File: config.mk
export PLATFORM = sky130hd
export DESIGN_NAME = alu_op_sequencer
export DESIGN_NICKNAME = d
export VERILOG_FILES = /design/src/rtl/alu_op_sequencer_pkg.sv /design/src/rtl/alu_op_sequencer_cmd_fifo.sv /design/src/rtl/alu_op_sequencer.sv
export SDC_FILE = /design/constraint.sdc
export NUM_CORES = 1
export LEC_CHECK = 0
export CAP_MARGIN = 0
export CORE_ASPECT_RATIO = 1.4
export CORE_MARGIN = 5
export CORE_UTILIZATION = 45
export CTS_CLUSTER_SIZE = 28
export DETAILED_ROUTE_END_ITERATION = 8
export PLACE_DENSITY = 0.68
export SYNTH_ARGS = -nofsm -noshare
export SYNTH_HDL_FRONTEND = slang
export SYNTH_SLANG_ARGS = --single-unit
File: constraint.sdc
create_clock -name clk -period 4 [get_ports clk]
set_clock_uncertainty 0.05 [all_clocks]
set_input_delay 0.8 -clock clk [delete_from_list [all_inputs] [get_ports clk]]
set_output_delay 0.8 -clock clk [all_outputs]
set_load 0.005 [all_outputs]
File: src/rtl/alu_op_sequencer_pkg.sv
// Shared types and defaults for the ALU command sequencer: FSM encoding and the
// command payload carried through the FIFO to the ALU.
package alu_op_sequencer_pkg;

  localparam int unsigned DATA_WIDTH             = 32;
  localparam int unsigned OP_WIDTH               = 8;
  localparam int unsigned DEPTH_DEFAULT          = 4;
  localparam int unsigned TIMEOUT_CYCLES_DEFAULT = 64;

  typedef enum logic [1:0] {
    ST_IDLE  = 2'd0,
    ST_ISSUE = 2'd1,
    ST_RESP  = 2'd2
  } state_e;

  typedef struct packed {
    logic [DATA_WIDTH-1:0] operand_a;
    logic [DATA_WIDTH-1:0] operand_b;
    logic [OP_WIDTH-1:0]   opcode;
  } cmd_t;

endpackage

File: src/rtl/alu_op_sequencer_cmd_fifo.sv
// Command FIFO: registered level/empty/ready flags, combinational head read.
// ready_o is low during reset and while the FIFO is full.
module alu_op_sequencer_cmd_fifo
  import alu_op_sequencer_pkg::*;
#(
  parameter int unsigned DEPTH = DEPTH_DEFAULT
) (
  input  logic                     clk,
  input  logic                     rst_n,
  input  logic                     push_i,
  input  logic                     pop_i,
  input  cmd_t                     wdata_i,
  output cmd_t                     rdata_c,
  output logic                     empty_o,
  output logic                     ready_o,
  output logic [$clog2(DEPTH):0]   level_o
);

  localparam int unsigned AW = $clog2(DEPTH);

  cmd_t          mem_q [DEPTH];
  logic [AW-1:0] wr_ptr_q;
  logic [AW-1:0] rd_ptr_q;
  logic [AW:0]   count_q;
  logic [AW:0]   count_d;
  logic          empty_q;
  logic          ready_q;
  logic          do_push;
  logic          do_pop;

  assign do_push = push_i && ready_q;
  assign do_pop  = pop_i && !empty_q;

  always_comb begin
    count_d = count_q;
    case ({do_push, do_pop})
      2'b10:   count_d = count_q + (AW + 1)'(1);
      2'b01:   count_d = count_q - (AW + 1)'(1);
      default: count_d = count_q;
    endcase
  end

  // Flags are computed from the next count so they are valid right after each edge.
  always_ff @(posedge clk or negedge rst_n) begin
    if (!rst_n) begin
      wr_ptr_q <= '0;
      rd_ptr_q <= '0;
      count_q  <= '0;
      empty_q  <= 1'b1;
      ready_q  <= 1'b0;
    end else begin
      if (do_push) wr_ptr_q <= wr_ptr_q + AW'(1);
      if (do_pop)  rd_ptr_q <= rd_ptr_q + AW'(1);
      count_q <= count_d;
      empty_q <= (count_d == '0);
      ready_q <= (count_d != (AW + 1)'(DEPTH));
    end
  end

  always_ff @(posedge clk) begin
    if (do_push) mem_q[wr_ptr_q] <= wdata_i;
  end

  assign rdata_c = mem_q[rd_ptr_q];
  assign empty_o = empty_q;
  assign ready_o = ready_q;
  assign level_o = count_q;

endmodule

File: src/rtl/alu_op_sequencer.sv
// Command front-end for alu_top: queues commands, issues them one at a time on the
// op_valid/operation_done handshake, and returns each result (or a timeout) on rsp_*.
module alu_op_sequencer
  import alu_op_sequencer_pkg::*;
#(
  parameter int unsigned DEPTH          = DEPTH_DEFAULT,
  parameter int unsigned TIMEOUT_CYCLES = TIMEOUT_CYCLES_DEFAULT
) (
  input  logic                    clk,
  input  logic                    rst_n,
  input  logic                    cmd_valid_i,
  output logic                    cmd_ready_o,
  input  logic [DATA_WIDTH-1:0]   cmd_operand_a_i,
  input  logic [DATA_WIDTH-1:0]   cmd_operand_b_i,
  input  logic [OP_WIDTH-1:0]     cmd_operator_i,
  output logic                    op_valid_o,
  output logic [DATA_WIDTH-1:0]   operand_a_o,
  output logic [DATA_WIDTH-1:0]   operand_b_o,
  output logic [OP_WIDTH-1:0]     operator_o,
  input  logic                    operation_done_i,
  input  logic [DATA_WIDTH-1:0]   alu_result_i,
  output logic                    rsp_valid_o,
  input  logic                    rsp_ready_i,
  output logic [DATA_WIDTH-1:0]   rsp_result_o,
  output logic                    rsp_timeout_o,
  output logic [$clog2(DEPTH):0]  fifo_level_o
);

  localparam int unsigned TW = (TIMEOUT_CYCLES > 1) ? $clog2(TIMEOUT_CYCLES) : 1;

  state_e                state_q, state_d;
  logic                  op_valid_q, op_valid_d;
  logic [TW-1:0]         timer_q, timer_d;
  cmd_t                  cmd_q, cmd_d;
  logic                  rsp_valid_q, rsp_valid_d;
  logic [DATA_WIDTH-1:0] rsp_result_q, rsp_result_d;
  logic                  rsp_timeout_q, rsp_timeout_d;

  cmd_t                  cmd_in;
  cmd_t                  fifo_head_c;
  logic                  fifo_empty;
  logic                  fifo_pop_c;

  assign cmd_in = '{operand_a: cmd_operand_a_i,
                    operand_b: cmd_operand_b_i,
                    opcode:    cmd_operator_i};

  alu_op_sequencer_cmd_fifo #(
    .DEPTH (DEPTH)
  ) u_cmd_fifo (
    .clk     (clk),
    .rst_n   (rst_n),
    .push_i  (cmd_valid_i),
    .pop_i   (fifo_pop_c),
    .wdata_i (cmd_in),
    .rdata_c (fifo_head_c),
    .empty_o (fifo_empty),
    .ready_o (cmd_ready_o),
    .level_o (fifo_level_o)
  );

  // Next-state and output logic; operation_done only counts while op_valid is high.
  always_comb begin
    state_d       = state_q;
    op_valid_d    = op_valid_q;
    timer_d       = timer_q;
    cmd_d         = cmd_q;
    rsp_valid_d   = rsp_valid_q;
    rsp_result_d  = rsp_result_q;
    rsp_timeout_d = rsp_timeout_q;
    fifo_pop_c    = 1'b0;

    case (state_q)
      ST_IDLE: begin
        if (!fifo_empty) begin
          fifo_pop_c = 1'b1;
          cmd_d      = fifo_head_c;
          timer_d    = '0;
          state_d    = ST_ISSUE;
        end
      end
      ST_ISSUE: begin
        // Operands settle on the ALU inputs one cycle before op_valid rises.
        if (!op_valid_q) begin
          op_valid_d = 1'b1;
        end else if (operation_done_i) begin
          op_valid_d    = 1'b0;
          rsp_valid_d   = 1'b1;
          rsp_result_d  = alu_result_i;
          rsp_timeout_d = 1'b0;
          state_d       = ST_RESP;
        end else if (timer_q == TW'(TIMEOUT_CYCLES - 1)) begin
          op_valid_d    = 1'b0;
          rsp_valid_d   = 1'b1;
          rsp_result_d  = '0;
          rsp_timeout_d = 1'b1;
          state_d       = ST_RESP;
        end else begin
          timer_d = timer_q + TW'(1);
        end
      end
      ST_RESP: begin
        if (rsp_ready_i) begin
          rsp_valid_d = 1'b0;
          timer_d     = '0;
          state_d     = ST_IDLE;
        end
      end
      default: begin
        op_valid_d  = 1'b0;
        rsp_valid_d = 1'b0;
        state_d     = ST_IDLE;
      end
    endcase
  end

  always_ff @(posedge clk or negedge rst_n) begin
    if (!rst_n) begin
      state_q       <= ST_IDLE;
      op_valid_q    <= 1'b0;
      timer_q       <= '0;
      cmd_q         <= '0;
      rsp_valid_q   <= 1'b0;
      rsp_result_q  <= '0;
      rsp_timeout_q <= 1'b0;
    end else begin
      state_q       <= state_d;
      op_valid_q    <= op_valid_d;
      timer_q       <= timer_d;
      cmd_q         <= cmd_d;
      rsp_valid_q   <= rsp_valid_d;
      rsp_result_q  <= rsp_result_d;
      rsp_timeout_q <= rsp_timeout_d;
    end
  end

  assign op_valid_o    = op_valid_q;
  assign operand_a_o   = cmd_q.operand_a;
  assign operand_b_o   = cmd_q.operand_b;
  assign operator_o    = cmd_q.opcode;
  assign rsp_valid_o   = rsp_valid_q;
  assign rsp_result_o  = rsp_result_q;
  assign rsp_timeout_o = rsp_timeout_q;

endmodule

==> impl_metrics.env <==
export IMPL_status="complete, no violations"
export IMPL_dp_cells=1345
export IMPL_setup_violations=0
export IMPL_rows=79
export IMPL_cts_resized=0
export IMPL_fin_crit_sh_pct=61.2
export IMPL_finalHoldViolCount=0
export IMPL_max_clock_path_buffers=3
export IMPL_endpoint_kind="flop"
export IMPL_synth_edff_count=288
export IMPL_antenna_left=0
export IMPL_synth_top_flop_cell="edfxtp_1"
export IMPL_dpl_instance_area_sq_um=17900
export IMPL_synth_top_cell_area_share_pct=56.9
export IMPL_ios=220
export IMPL_critical_path_class="flop to flop"
export IMPL_ys_warn_count=0
export IMPL_grt_setup_unrepaired="false"
export IMPL_finalNonFillerCells=1417
export IMPL_fp_dieH_microns=227
export IMPL_multiInputGateArea_sq_um=3250
export IMPL_tightest_slew_ns=1.13
export IMPL_remaining_drc_errors=0
export IMPL_post_dp_hpwl_mm=18.9
export IMPL_num_vias=7442
export IMPL_grt_pass1_vias=8103
export IMPL_maxCapViolations=0
export IMPL_cp_max_fo=39
export IMPL_cts_root_buf="clkbuf_16"
export IMPL_grt_overflow=0
export IMPL_nFillCells=2512
export IMPL_ys_types=38
export IMPL_synthToLayoutAreaGrowth_pct=26.6
export IMPL_seqCellArea_sq_um=11800
export IMPL_synth_area_leaders="edfxtp_1 57%, dfrtp_1 20%, mux4_2 11%, mux2_2 5.4%, a22o_1 1.8%"
export IMPL_slew_headroom_pct=24.5
export IMPL_insertion_delay_ns=0.52
export IMPL_cp_start_kind="flop"
export IMPL_grt_max_degree=84
export IMPL_gp_congestion=0.756
export IMPL_holdBufCountCts=0
export IMPL_synth_cells=700
export IMPL_post_drt_wl_per_cell_microns=21.5
export IMPL_p_per_area_nw_per_um2=763
export IMPL_cts_buffers=40
export IMPL_drv_slew=0
export IMPL_cts_tree="built"
export IMPL_ys_ff_latch=412
export IMPL_wl_mm=30.4
export IMPL_setup_tns_ns=0
export IMPL_vdd_ir_drop_max_mv=0.504
export IMPL_drtPass1Iterations=6
export IMPL_grt_pass1_wl_mm=47.0
export IMPL_layout_drive_gt1_share_pct=23.3
export IMPL_numPortBuffers=219
export IMPL_cts_htree_levels=2
export IMPL_final_cell_mix="288 x edfxtp_1, 218 x clkdlybuf4s50_1, 121 x dfrtp_1"
export IMPL_syn_cell_area_sq_um=15200
export IMPL_synth_nets=816
export IMPL_required_ns=4.35
export IMPL_start_util_pct=45.6
export IMPL_path_clk_slew_ns=0.06
export IMPL_power_leakage_nw=6.85
export IMPL_die_area_sq_um=37600
export IMPL_yosysTopAreaCell="edfxtp_1"
export IMPL_antenna_found_initial=3
export IMPL_grt_usage_pct=16.4
export IMPL_cts_sinks=412
export IMPL_fin_crit_ns=2.45
export IMPL_design_area_sq_um=19200
export IMPL_nNetsFinal=1058
export IMPL_synthArstFlopShare_pct=30.1
export IMPL_vias_per_cell=5.25
export IMPL_layout_commonest_cell="edfxtp_1"
export IMPL_fin_util_pct=57.8
export IMPL_drt_iter0_drc=481
export IMPL_postCtsSetupBuffers=0
export IMPL_max_freq_mhz=409
export IMPL_synth_seq_area_share_pct=77.3
export IMPL_die_w_microns=165
export IMPL_core_sq_um=33300
export IMPL_min_path_type="primary input to asynchronous set/reset pin"
export IMPL_crit_arrival_ns=2.79
export IMPL_synth_area_per_cell_sq_um=21.7
==> routing by layer <==
metal / vias to the layer above / wire length (microns) / GRT usage, %
met3: 50 / 2040 / 3.77
met4: 4 / 698 / 4.74
li1: 3303 / - / -
met1: 3863 / 11600 / 20.0
met2: 222 / 16100 / 29.4
met5: - / 27 / 0
==> cells by family (layout without fill, tap and decap cells) <==
family | count (synthesis) | count (layout) | synth area share, %
flip-flops | 412 | 412 | 77.3
adder cells (fa/ha/maj) | 7 | 7 | 0.626
other | 0 | 1 | 0
AO/OA/AOI/OAI | 52 | 52 | 2.69
XOR/XNOR | 6 | 6 | 0.346
multiplexers | 145 | 145 | 16.1
AND/OR/NAND/NOR | 40 | 40 | 1.44
buffers and inverters | 38 | 309 | 1.47
==> critical path, cell delays in order (launching register included) <==
cell and delay, ns:
dfrtp_1 0.47, nor3_4 0.22, buf_4 0.51, buf_4 0.60
mux2_2 0.40
==> path summary, 6_finish.rpt <==
check / start / depth (start not counted) / endpoint / slack, ns
max in group asynchronous: rst_n / 2 / rsp_result_o[3] / 2.72
setup / recovery: state_q[0] / 4 / operand_b_o[3] / 1.55
setup reg to reg: state_q[0] / 4 / operand_b_o[3] / 1.55
hold / removal: rst_n / 1 / operand_a_o[26] / 0.24
hold reg to reg: rsp_valid_o / 2 / rsp_valid_o / 0.44
min in group clk: rsp_valid_o / 2 / rsp_valid_o / 0.44
==> synthesized netlist by cell type (all sizes together) (3+ instances only) <==
cell type / count
and3: 5
buf: 25
clkbuf: 6
mux2: 73
ha: 6
mux4: 72
dfrtp: 123
o21ai: 5
xnor2: 3
a21o: 4
a22o: 32
a21oi: 4
nor2: 6
nor2b: 4
edfxtp: 288
inv: 7
nand3: 3
nand2: 13
xor2: 3
==> area by class of cell <==
type | count | share of cell area (%)
repair buffers | 231 | 12.2
flip-flops and latches | 412 | 61.1
diodes | 1 | 0.0130
inverters | 7 | 0.137
clock inverters | 10 | 0.514
well taps | 445 | 2.89
multi-input cells | 250 | 16.9
clock buffers | 61 | 6.24
==> where the power goes <==
part	total [mW]	leakage, nW	internal [mW]	switching, mW
combinational	4.42	2.09	2.73	1.69
sequential	6.60	4.12	5.84	0.760
clock	3.67	0.638	2.19	1.47
==> sequential cells by signal (all words and copies together) (netlist names), named ones only <==
name,count
timer_q,6
op_valid_o,1
operator_o,8
u_cmd_fifo.mem_q,288
u_cmd_fifo.empty_o,1
operand_b_o,32
rsp_timeout_o,1
u_cmd_fifo.level_o,2
operand_a_o,32
u_cmd_fifo.ready_o,1
u_cmd_fifo.rd_ptr_q,2
state_q,2
rsp_valid_o,1
rsp_result_o,32
u_cmd_fifo.wr_ptr_q,2
==> per-stage QoR <==
stage / hold WS (ns) / power [mW] / setup slack (ns)
floorplan: 0.419 / 9.13 / 0.973
global placement: 0.414 / 11.1 / 1.18
detailed placement: 0.430 / 11.2 / 1.13
CTS: 0.318 / 15.0 / 1.49
global route: 0.311 / 15.5 / 1.44
finish: 0.237 / 14.7 / 1.55
Power figures use the tool's default switching activity.
